$ cat src/rtl/disp_timing_pkg.sv
// Shared display timing constants: default panel timing, counter width
// and the line/frame total helper used by disp_timing_gen.
package disp_timing_pkg;

  localparam int CNT_W = 12;

  localparam int DEF_H_ACTIVE = 1024;
  localparam int DEF_H_FP     = 160;
  localparam int DEF_H_SYNC   = 20;
  localparam int DEF_H_BP     = 140;
  localparam int DEF_V_ACTIVE = 600;
  localparam int DEF_V_FP     = 12;
  localparam int DEF_V_SYNC   = 3;
  localparam int DEF_V_BP     = 20;

  function automatic int axis_total(
    input int act,
    input int fp,
    input int sync,
    input int bp
  );
    return act + fp + sync + bp;
  endfunction

  localparam int DEF_H_TOTAL = axis_total(DEF_H_ACTIVE, DEF_H_FP,
                                          DEF_H_SYNC, DEF_H_BP);
  localparam int DEF_V_TOTAL = axis_total(DEF_V_ACTIVE, DEF_V_FP,
                                          DEF_V_SYNC, DEF_V_BP);

endpackage

$ cat src/rtl/disp_timing_gen_axis_cnt.sv
// tg_axis_cnt: modulo-MODULO counter with synchronous clear and a
// combinational wrap-out that is high when an increment rolls it over.
// Ports: clk_i, rst_i, clr_i, inc_i -> cnt_o, wrap_o.
module tg_axis_cnt
  import disp_timing_pkg::*;
#(
  parameter int MODULO = DEF_H_TOTAL
) (
  input  logic             clk_i,
  input  logic             rst_i,
  input  logic             clr_i,
  input  logic             inc_i,
  output logic [CNT_W-1:0] cnt_o,
  output logic             wrap_o
);

  localparam logic [CNT_W-1:0] LAST = CNT_W'(MODULO - 1);

  logic [CNT_W-1:0] cnt_q, cnt_d;

  assign wrap_o = inc_i && (cnt_q == LAST);

  always_comb begin
    cnt_d = cnt_q;
    if (clr_i) begin
      cnt_d = '0;
    end else if (inc_i) begin
      cnt_d = wrap_o ? '0 : cnt_q + 1'b1;
    end
  end

  always_ff @(posedge clk_i) begin
    if (rst_i) begin
      cnt_q <= '0;
    end else begin
      cnt_q <= cnt_d;
    end
  end

  assign cnt_o = cnt_q;

endmodule

$ cat src/rtl/disp_timing_gen.sv
// Display timing generator: h/v counters, data_req one cycle after the
// counters, de/hsync/vsync/frame_start two cycles after the counters.
// Ports: disp_clk, disp_rst, tg_en -> data_req, hsync, vsync, de,
// frame_start, pix_x, pix_y (coordinates only with DISP_TG_PIXEL_COORD_EN).
module disp_timing_gen
  import disp_timing_pkg::*;
#(
  parameter int   H_ACTIVE = DEF_H_ACTIVE,
  parameter int   H_FP     = DEF_H_FP,
  parameter int   H_SYNC   = DEF_H_SYNC,
  parameter int   H_BP     = DEF_H_BP,
  parameter int   V_ACTIVE = DEF_V_ACTIVE,
  parameter int   V_FP     = DEF_V_FP,
  parameter int   V_SYNC   = DEF_V_SYNC,
  parameter int   V_BP     = DEF_V_BP,
  parameter logic HS_POL   = 1'b1,
  parameter logic VS_POL   = 1'b1
) (
  input  logic             disp_clk,
  input  logic             disp_rst,
  input  logic             tg_en,
  output logic             data_req,
  output logic             hsync,
  output logic             vsync,
  output logic             de,
  output logic             frame_start,
  output logic [CNT_W-1:0] pix_x,
  output logic [CNT_W-1:0] pix_y
);

  localparam int H_TOTAL = axis_total(H_ACTIVE, H_FP, H_SYNC, H_BP);
  localparam int V_TOTAL = axis_total(V_ACTIVE, V_FP, V_SYNC, V_BP);

  localparam logic [CNT_W-1:0] H_ACT = CNT_W'(H_ACTIVE);
  localparam logic [CNT_W-1:0] H_SB  = CNT_W'(H_ACTIVE + H_FP);
  localparam logic [CNT_W-1:0] H_SE  = CNT_W'(H_ACTIVE + H_FP + H_SYNC);
  localparam logic [CNT_W-1:0] V_ACT = CNT_W'(V_ACTIVE);
  localparam logic [CNT_W-1:0] V_SB  = CNT_W'(V_ACTIVE + V_FP);
  localparam logic [CNT_W-1:0] V_SE  = CNT_W'(V_ACTIVE + V_FP + V_SYNC);

  logic [CNT_W-1:0] h_cnt, v_cnt;
  logic             h_wrap;
  logic             v_wrap_unused;

  // Counters sit at 0 while disabled, so enabling always starts a frame.
  tg_axis_cnt #(
    .MODULO(H_TOTAL)
  ) u_h_cnt (
    .clk_i  (disp_clk),
    .rst_i  (disp_rst),
    .clr_i  (~tg_en),
    .inc_i  (tg_en),
    .cnt_o  (h_cnt),
    .wrap_o (h_wrap)
  );

  tg_axis_cnt #(
    .MODULO(V_TOTAL)
  ) u_v_cnt (
    .clk_i  (disp_clk),
    .rst_i  (disp_rst),
    .clr_i  (~tg_en),
    .inc_i  (h_wrap),
    .cnt_o  (v_cnt),
    .wrap_o (v_wrap_unused)
  );

  // Stage 1 decode, gated by tg_en so disabling flushes the pipe.
  logic act_d, hs1_d, vs1_d, fs1_d;
  logic act_q, hs1_q, vs1_q, fs1_q;

  always_comb begin
    act_d = tg_en && (h_cnt < H_ACT) && (v_cnt < V_ACT);
    hs1_d = tg_en && (h_cnt >= H_SB) && (h_cnt < H_SE);
    vs1_d = tg_en && (v_cnt >= V_SB) && (v_cnt < V_SE);
    fs1_d = tg_en && (h_cnt == '0) && (v_cnt == '0);
  end

  always_ff @(posedge disp_clk) begin
    if (disp_rst) begin
      act_q <= 1'b0;
      hs1_q <= 1'b0;
      vs1_q <= 1'b0;
      fs1_q <= 1'b0;
    end else begin
      act_q <= act_d;
      hs1_q <= hs1_d;
      vs1_q <= vs1_d;
      fs1_q <= fs1_d;
    end
  end

  // Stage 2: syncs are stored at pin level so outputs come straight
  // from flops.
  logic de_q, fs_q, hsync_q, vsync_q;
  logic hsync_d, vsync_d;

  always_comb begin
    hsync_d = hs1_q ? HS_POL : ~HS_POL;
    vsync_d = vs1_q ? VS_POL : ~VS_POL;
  end

  always_ff @(posedge disp_clk) begin
    if (disp_rst) begin
      de_q    <= 1'b0;
      fs_q    <= 1'b0;
      hsync_q <= ~HS_POL;
      vsync_q <= ~VS_POL;
    end else begin
      de_q    <= act_q;
      fs_q    <= fs1_q;
      hsync_q <= hsync_d;
      vsync_q <= vsync_d;
    end
  end

  assign data_req    = act_q;
  assign de          = de_q;
  assign frame_start = fs_q;
  assign hsync       = hsync_q;
  assign vsync       = vsync_q;

`ifdef DISP_TG_PIXEL_COORD_EN
  logic [CNT_W-1:0] x1_q, y1_q, x1_d, y1_d;
  logic [CNT_W-1:0] pix_x_q, pix_y_q;

  always_comb begin
    x1_d = act_d ? h_cnt : '0;
    y1_d = act_d ? v_cnt : '0;
  end

  always_ff @(posedge disp_clk) begin
    if (disp_rst) begin
      x1_q    <= '0;
      y1_q    <= '0;
      pix_x_q <= '0;
      pix_y_q <= '0;
    end else begin
      x1_q    <= x1_d;
      y1_q    <= y1_d;
      pix_x_q <= x1_q;
      pix_y_q <= y1_q;
    end
  end

  assign pix_x = pix_x_q;
  assign pix_y = pix_y_q;
`else
  assign pix_x = '0;
  assign pix_y = '0;
`endif

endmodule

$ cat config.mk
export PLATFORM = sky130hd
export DESIGN_NAME = disp_timing_gen
export DESIGN_NICKNAME = d
export VERILOG_FILES = /design/src/rtl/disp_timing_pkg.sv /design/src/rtl/disp_timing_gen_axis_cnt.sv /design/src/rtl/disp_timing_gen.sv
export SDC_FILE = /design/constraint.sdc
export NUM_CORES = 1
export LEC_CHECK = 0
export CORE_AREA = 2 2 68 70
export CTS_CLUSTER_SIZE = 16
export DETAILED_ROUTE_END_ITERATION = 16
export DIE_AREA = 0 0 70 72
export PLACE_DENSITY = 0.76
export SYNTH_ARGS = -nofsm -noshare
export SYNTH_HDL_FRONTEND = slang
export SYNTH_HIERARCHICAL = 1
export SYNTH_SLANG_ARGS = --single-unit
$ cat constraint.sdc
create_clock -name disp_clk -period 2.7 [get_ports disp_clk]
set_input_delay 0.27 -clock disp_clk [delete_from_list [all_inputs] [get_ports disp_clk]]
set_output_delay 0.27 -clock disp_clk [all_outputs]
set_load 0.05 [all_outputs]
Yosys cells after proc, flatten, opt, wreduce, memory -nomap -nowiden
Index checks and enable logic that the tools add are counted.

Flip-flop bits (word level): 32. Input bits: 3. Output and inout port bits: 29. Logic and storage cells: 38.

Add/subtract/negate cells: 2. Magnitude comparators: 6. Eq/ne operators: 2. Multiplexer cells: 3. Bitwise operators: 1. Reductions and logical operators: 14.

Operators with widths (count): adder 12 x 1 -> 12 bit (second input constant) (2); zero test 12 bit (2); < comparator 12 x 10 -> 1 bit (second input constant) (2); < comparator 12 x 11 -> 1 bit (second input constant) (2); == test 12 x 10 -> 1 bit (second input constant) (1); == test 12 x 11 -> 1 bit (second input constant) (1); >= comparator 12 x 10 -> 1 bit (second input constant) (1); >= comparator 12 x 11 -> 1 bit (second input constant) (1); two-way mux 12 bit (1); logical AND 1 bit (10); OR reduction 3 bit (1); two-way mux 1 bit (2); OR reduction 2 bit (1); NOT 1 bit (1).

Depth between registers and ports, before layout
Word-level depth: 4. Gate-level depth with buffers: 9. Gate-level depth less buffers: 8.

Modules after synthesis
Netlist, hierarchy kept.

Modules (own cells, without submodules): tg_axis_cnt at u_v_cnt (times used 1, cells each 68, area an instance 580.6 sq um, seq. area each 240.2 sq um); tg_axis_cnt at u_h_cnt (times used 1, cells each 63, area an instance 544.3 sq um, seq. area each 240.2 sq um); disp_timing_gen (times used 1, cells each 61, area an instance 526.8 sq um, seq. area each 160.2 sq um).

Least setup slack after synthesis
Ideal clock, no wire load.

Path kind: register to register. Start: reg u_h_cnt.cnt_q[6] (netlist: u_h_cnt/cnt_o[6]). End: reg u_v_cnt.cnt_q[1] (netlist: u_v_cnt/cnt_o[1]). Setup time: 0.120 ns. Arrival time: 2.398 ns. Required time: 2.580 ns. Path slack: 0.182 ns. Stages on the path, launching flop included: 9. Path buffers: 1. Period minus slack after synthesis: 2.518 ns. Cell sequence: dfxtp_1 -> or4b_1 -> or4_4 -> inv_1 -> clkbuf_1 -> nand2_1 -> or4_4 -> a22oi_2 -> nor3_1.

Cells in the longest elaborated chain, start to end: 4.

RTL lines: start, declared (line disp_timing_gen_axis_cnt.sv:19) `logic [CNT_W-1:0] cnt_q, cnt_d;`; start signal, assigned (line disp_timing_gen_axis_cnt.sv:36) `cnt_q <= cnt_d;`; == test 12 x 11 -> 1 bit (*) (line disp_timing_gen_axis_cnt.sv:21) `assign wrap_o = inc_i && (cnt_q == LAST);`; logical AND 1 bit (*) (line disp_timing_gen_axis_cnt.sv:21); named net h_wrap (line disp_timing_gen.sv:42) `logic h_wrap;`; logical AND 1 bit (line disp_timing_gen_axis_cnt.sv:21); two-way mux 12 bit (line disp_timing_gen_axis_cnt.sv:28) `cnt_d = wrap_o ? '0 : cnt_q + 1'b1;`; end signal, assigned (line disp_timing_gen_axis_cnt.sv:36); end, declared (line disp_timing_gen_axis_cnt.sv:19).

The timed path passes the listed nets; every way through them passes the cells marked *. A chain may end at the register's enable or synchronous reset.

Worst setup path after layout
Start: reg u_h_cnt.cnt_q[0] (netlist: u_h_cnt/cnt_o[0]). End: reg u_v_cnt.cnt_q[1] (netlist: u_v_cnt/cnt_o[1]).

The elaborated chain is that of the path after synthesis.

==> run_summary.xml <==
<?xml version="1.0" encoding="UTF-8"?>
<metrics>
  <group name="clock_network">
    <metric name="cts-htree-levels" unit="">2</metric>
    <metric name="cts_buffers" unit="">5</metric>
    <metric name="worst_skew_pair.late_latency" unit="ps">280</metric>
    <metric name="hold_buffers" unit="">0</metric>
    <metric name="root_buffer" unit="">sky130_fd_sc_hd__clkbuf_8</metric>
    <metric name="cts_post_setup_buffers_inserted" unit="">0</metric>
    <metric name="cts_tree" unit="">built</metric>
    <metric name="cts_sinks" unit="">32</metric>
    <metric name="clk_transition_reported_paths" unit="ps">70</metric>
    <metric name="max-clock-path-buffers" unit="">2</metric>
    <metric name="cts-resized-gates" unit="">0</metric>
  </group>
  <group name="worst_setup_path">
    <metric name="crit_path_top_delay_cell" unit="">sky130_fd_sc_hd__or4_4</metric>
    <metric name="arr_time_crit_path" unit="ps">2620</metric>
    <metric name="critical_path_class" unit="">flop to flop</metric>
    <metric name="critPathMostFrequentCell" unit="">sky130_fd_sc_hd__or4_4</metric>
    <metric name="path_max_fanout" unit="">5</metric>
    <metric name="worst-endpoint-required" unit="ps">2850</metric>
    <metric name="worst_path_largest_cell_delay" unit="ps">600</metric>
    <metric name="timing.critical_path.from_type" unit="">flop</metric>
    <metric name="cp-end-kind" unit="">flop</metric>
    <metric name="crit_chain" unit="">ha_1 &gt; nand3_1 &gt; or4_4 &gt; inv_1 &gt; nand2_1 &gt; or4_4 &gt; a22oi_2 &gt; nor3_1</metric>
  </group>
  <group name="detailed_routing">
    <metric name="met2WireLength" unit="µm">1413</metric>
    <metric name="drt_pass1_iterations" unit="">4</metric>
    <metric name="vias_per_cell" unit="">4.826</metric>
    <metric name="avgRoutedWirePerCell" unit="µm">11.65</metric>
    <metric name="final_antenna_net_count" unit="">0</metric>
    <metric name="dr_wl_met3" unit="µm">164</metric>
    <metric name="drt_wl_total" unit="µm">3017</metric>
    <metric name="drt-met1-wl" unit="µm">1414</metric>
    <metric name="detailedRoute.firstIterationViolations" unit="">130</metric>
    <metric name="detailroute.via_count" unit="">1250</metric>
    <metric name="highest_layer_used_for_signal_routing" unit="">met4</metric>
    <metric name="drcViolationCount" unit="">0</metric>
  </group>
  <group name="timing">
    <metric name="fmax" unit="MHz">404.0</metric>
    <metric name="rsz0062_at_grt" unit="">false</metric>
    <metric name="fin_worst_skew" unit="ps">6.297</metric>
    <metric name="worst_hold_slack" unit="ps">434.1</metric>
    <metric name="post-route-period-util" unit="%">91.67</metric>
    <metric name="max_slew.worst_pin.slew" unit="ps">500.3</metric>
    <metric name="final.min_clock_period" unit="ps">2475</metric>
    <metric name="relSlewSlack" unit="%">66.54</metric>
    <metric name="final-setup-viol-count" unit="">0</metric>
    <metric name="hold_viol" unit="">0</metric>
    <metric name="setup_tns" unit="ps">0</metric>
    <metric name="final-max-slew-violation-count" unit="">0</metric>
  </group>
  <group name="floorplanning">
    <metric name="die_area" unit="mm²">0.005040</metric>
    <metric name="die_w" unit="µm">70</metric>
    <metric name="placeableCoreArea" unit="mm²">0.004264</metric>
    <metric name="core.rowCount" unit="">24</metric>
    <metric name="die_y" unit="µm">72</metric>
    <metric name="initial_core_utilization" unit="%">38.64</metric>
    <metric name="ios" unit="">32</metric>
  </group>
  <group name="cells_and_area">
    <metric name="postLayoutCoreUtil" unit="%">43.02</metric>
    <metric name="drive_gt1_share" unit="%">9.662</metric>
    <metric name="area_growth_syn_to_layout" unit="%">11.31</metric>
    <metric name="most-common-layout-cells" unit="">sky130_fd_sc_hd__dfxtp_1, sky130_fd_sc_hd__nor2_1, sky130_fd_sc_hd__conb_1</metric>
    <metric name="design.final.nets" unit="">212</metric>
    <metric name="commonest_non_fill_non_tap_cell_in_the_layout" unit="">sky130_fd_sc_hd__dfxtp_1</metric>
    <metric name="diodes" unit="">0</metric>
    <metric name="final_cell_count_no_fill" unit="">259</metric>
  </group>
  <group name="pwr">
    <metric name="worst_ir_drop_vdd" unit="mV">0.1916</metric>
    <metric name="cellPowerDensity" unit="mW/mm²">590.6</metric>
    <metric name="p_leak" unit="nW">0.6421</metric>
  </group>
  <group name="placement">
    <metric name="count_of_port_buffers_added_during_placement" unit="">7</metric>
    <metric name="cell_total_after_placement" unit="">251</metric>
    <metric name="dp_hpwl" unit="µm">2134</metric>
    <metric name="gp_congestion" unit="">0.8669</metric>
  </group>
  <group name="synthesis">
    <metric name="synth.cell_area" unit="mm²">0.001648</metric>
    <metric name="postSynthCellCount" unit="">191</metric>
    <metric name="mean_instance_size_in_the_synthesized_netlist" unit="µm²">8.627</metric>
    <metric name="synth.yosys.warnings" unit="">6</metric>
  </group>
  <group name="global_routing">
    <metric name="grt_start_max_net_pins" unit="">11</metric>
    <metric name="antenna_found_initial" unit="">0</metric>
    <metric name="grt_pass1_wl" unit="µm">5064</metric>
    <metric name="grt_remaining_overflow" unit="">0</metric>
    <metric name="first_global_vias" unit="">1100</metric>
    <metric name="globalRouteTotalUtil" unit="%">12.37</metric>
  </group>
  <group name="run_status">
    <metric name="outcome" unit="">completed</metric>
  </group>
  <group name="job">
    <metric name="cap_violations" unit="">0</metric>
  </group>
  <group name="worst_hold_path">
    <metric name="hold_path.class" unit="">flop to flop</metric>
  </group>
</metrics>
area by class of cell:
cell class | instances | area [µm²]
Fill cell | 413 | 2430
Multi-Input combinational cell | 150 | 883.3
Sequential cell | 32 | 640.6
Clock buffer | 7 | 96.34
Timing Repair Buffer | 10 | 92.59
Tap cell | 52 | 65.06
Clock inverter | 1 | 30.03
Inverter | 7 | 26.28
registers in the layout, indices dropped and copies added (netlist names):
name and flops:
vs1_q 1, frame_start 1, u_v_cnt/cnt_o 12, fs1_q 1, vsync 1, data_req 1, hsync 1, de 1
hs1_q 1, u_h_cnt/cnt_o 12
critical path: cells and delay by family (launching register included):
kind,cells,cell delay (ps)
AND/OR/NAND/NOR,5,1470
adder cells (fa/ha/maj),1,240
buffers and inverters,1,90
flip-flops,1,400
AO/OA/AOI/OAI,1,140
metrics by stage:
step / setup WS, ps / cell area (µm²) / power (W)
after detailed placement: 159.4 / 1708 / 0.0005983
after global placement: 192.6 / 1708 / 0.0005984
after CTS: 243.2 / 1834 / 0.001091
final: 225.0 / 1834 / 0.001083
after global routing: 76.27 / 1834 / 0.001115
after floorplan: 191.0 / 1734 / 0.0006108
power breakdown:
group | switching (W) | leakage (nW) | internal, W
clock | 0.000169 | 0.0645 | 0.000325
sequential | 0.00000183 | 0.259 | 0.000476
combinational | 0.0000965 | 0.319 | 0.0000148
worst paths after layout:
| check | end | cells after the start | start | slack (ps) |
|---|---|---|---|---|
| max | u_v_cnt/cnt_o[1] | 8 | u_h_cnt/cnt_o[0] | 220 |
| min | vsync | 1 | vs1_q | 430 |
| max reg2reg | u_v_cnt/cnt_o[1] | 8 | u_h_cnt/cnt_o[0] | 220 |
| min reg2reg | vsync | 1 | vs1_q | 430 |
metal layers:
metal  GRT usage (%)  up-vias
met3           2.639        2
met5               0        -
met4           4.701        0
met2           20.53       45
li1                -      635
met1           15.91      568
Note: power is estimated with default switching activity, not from simulation.
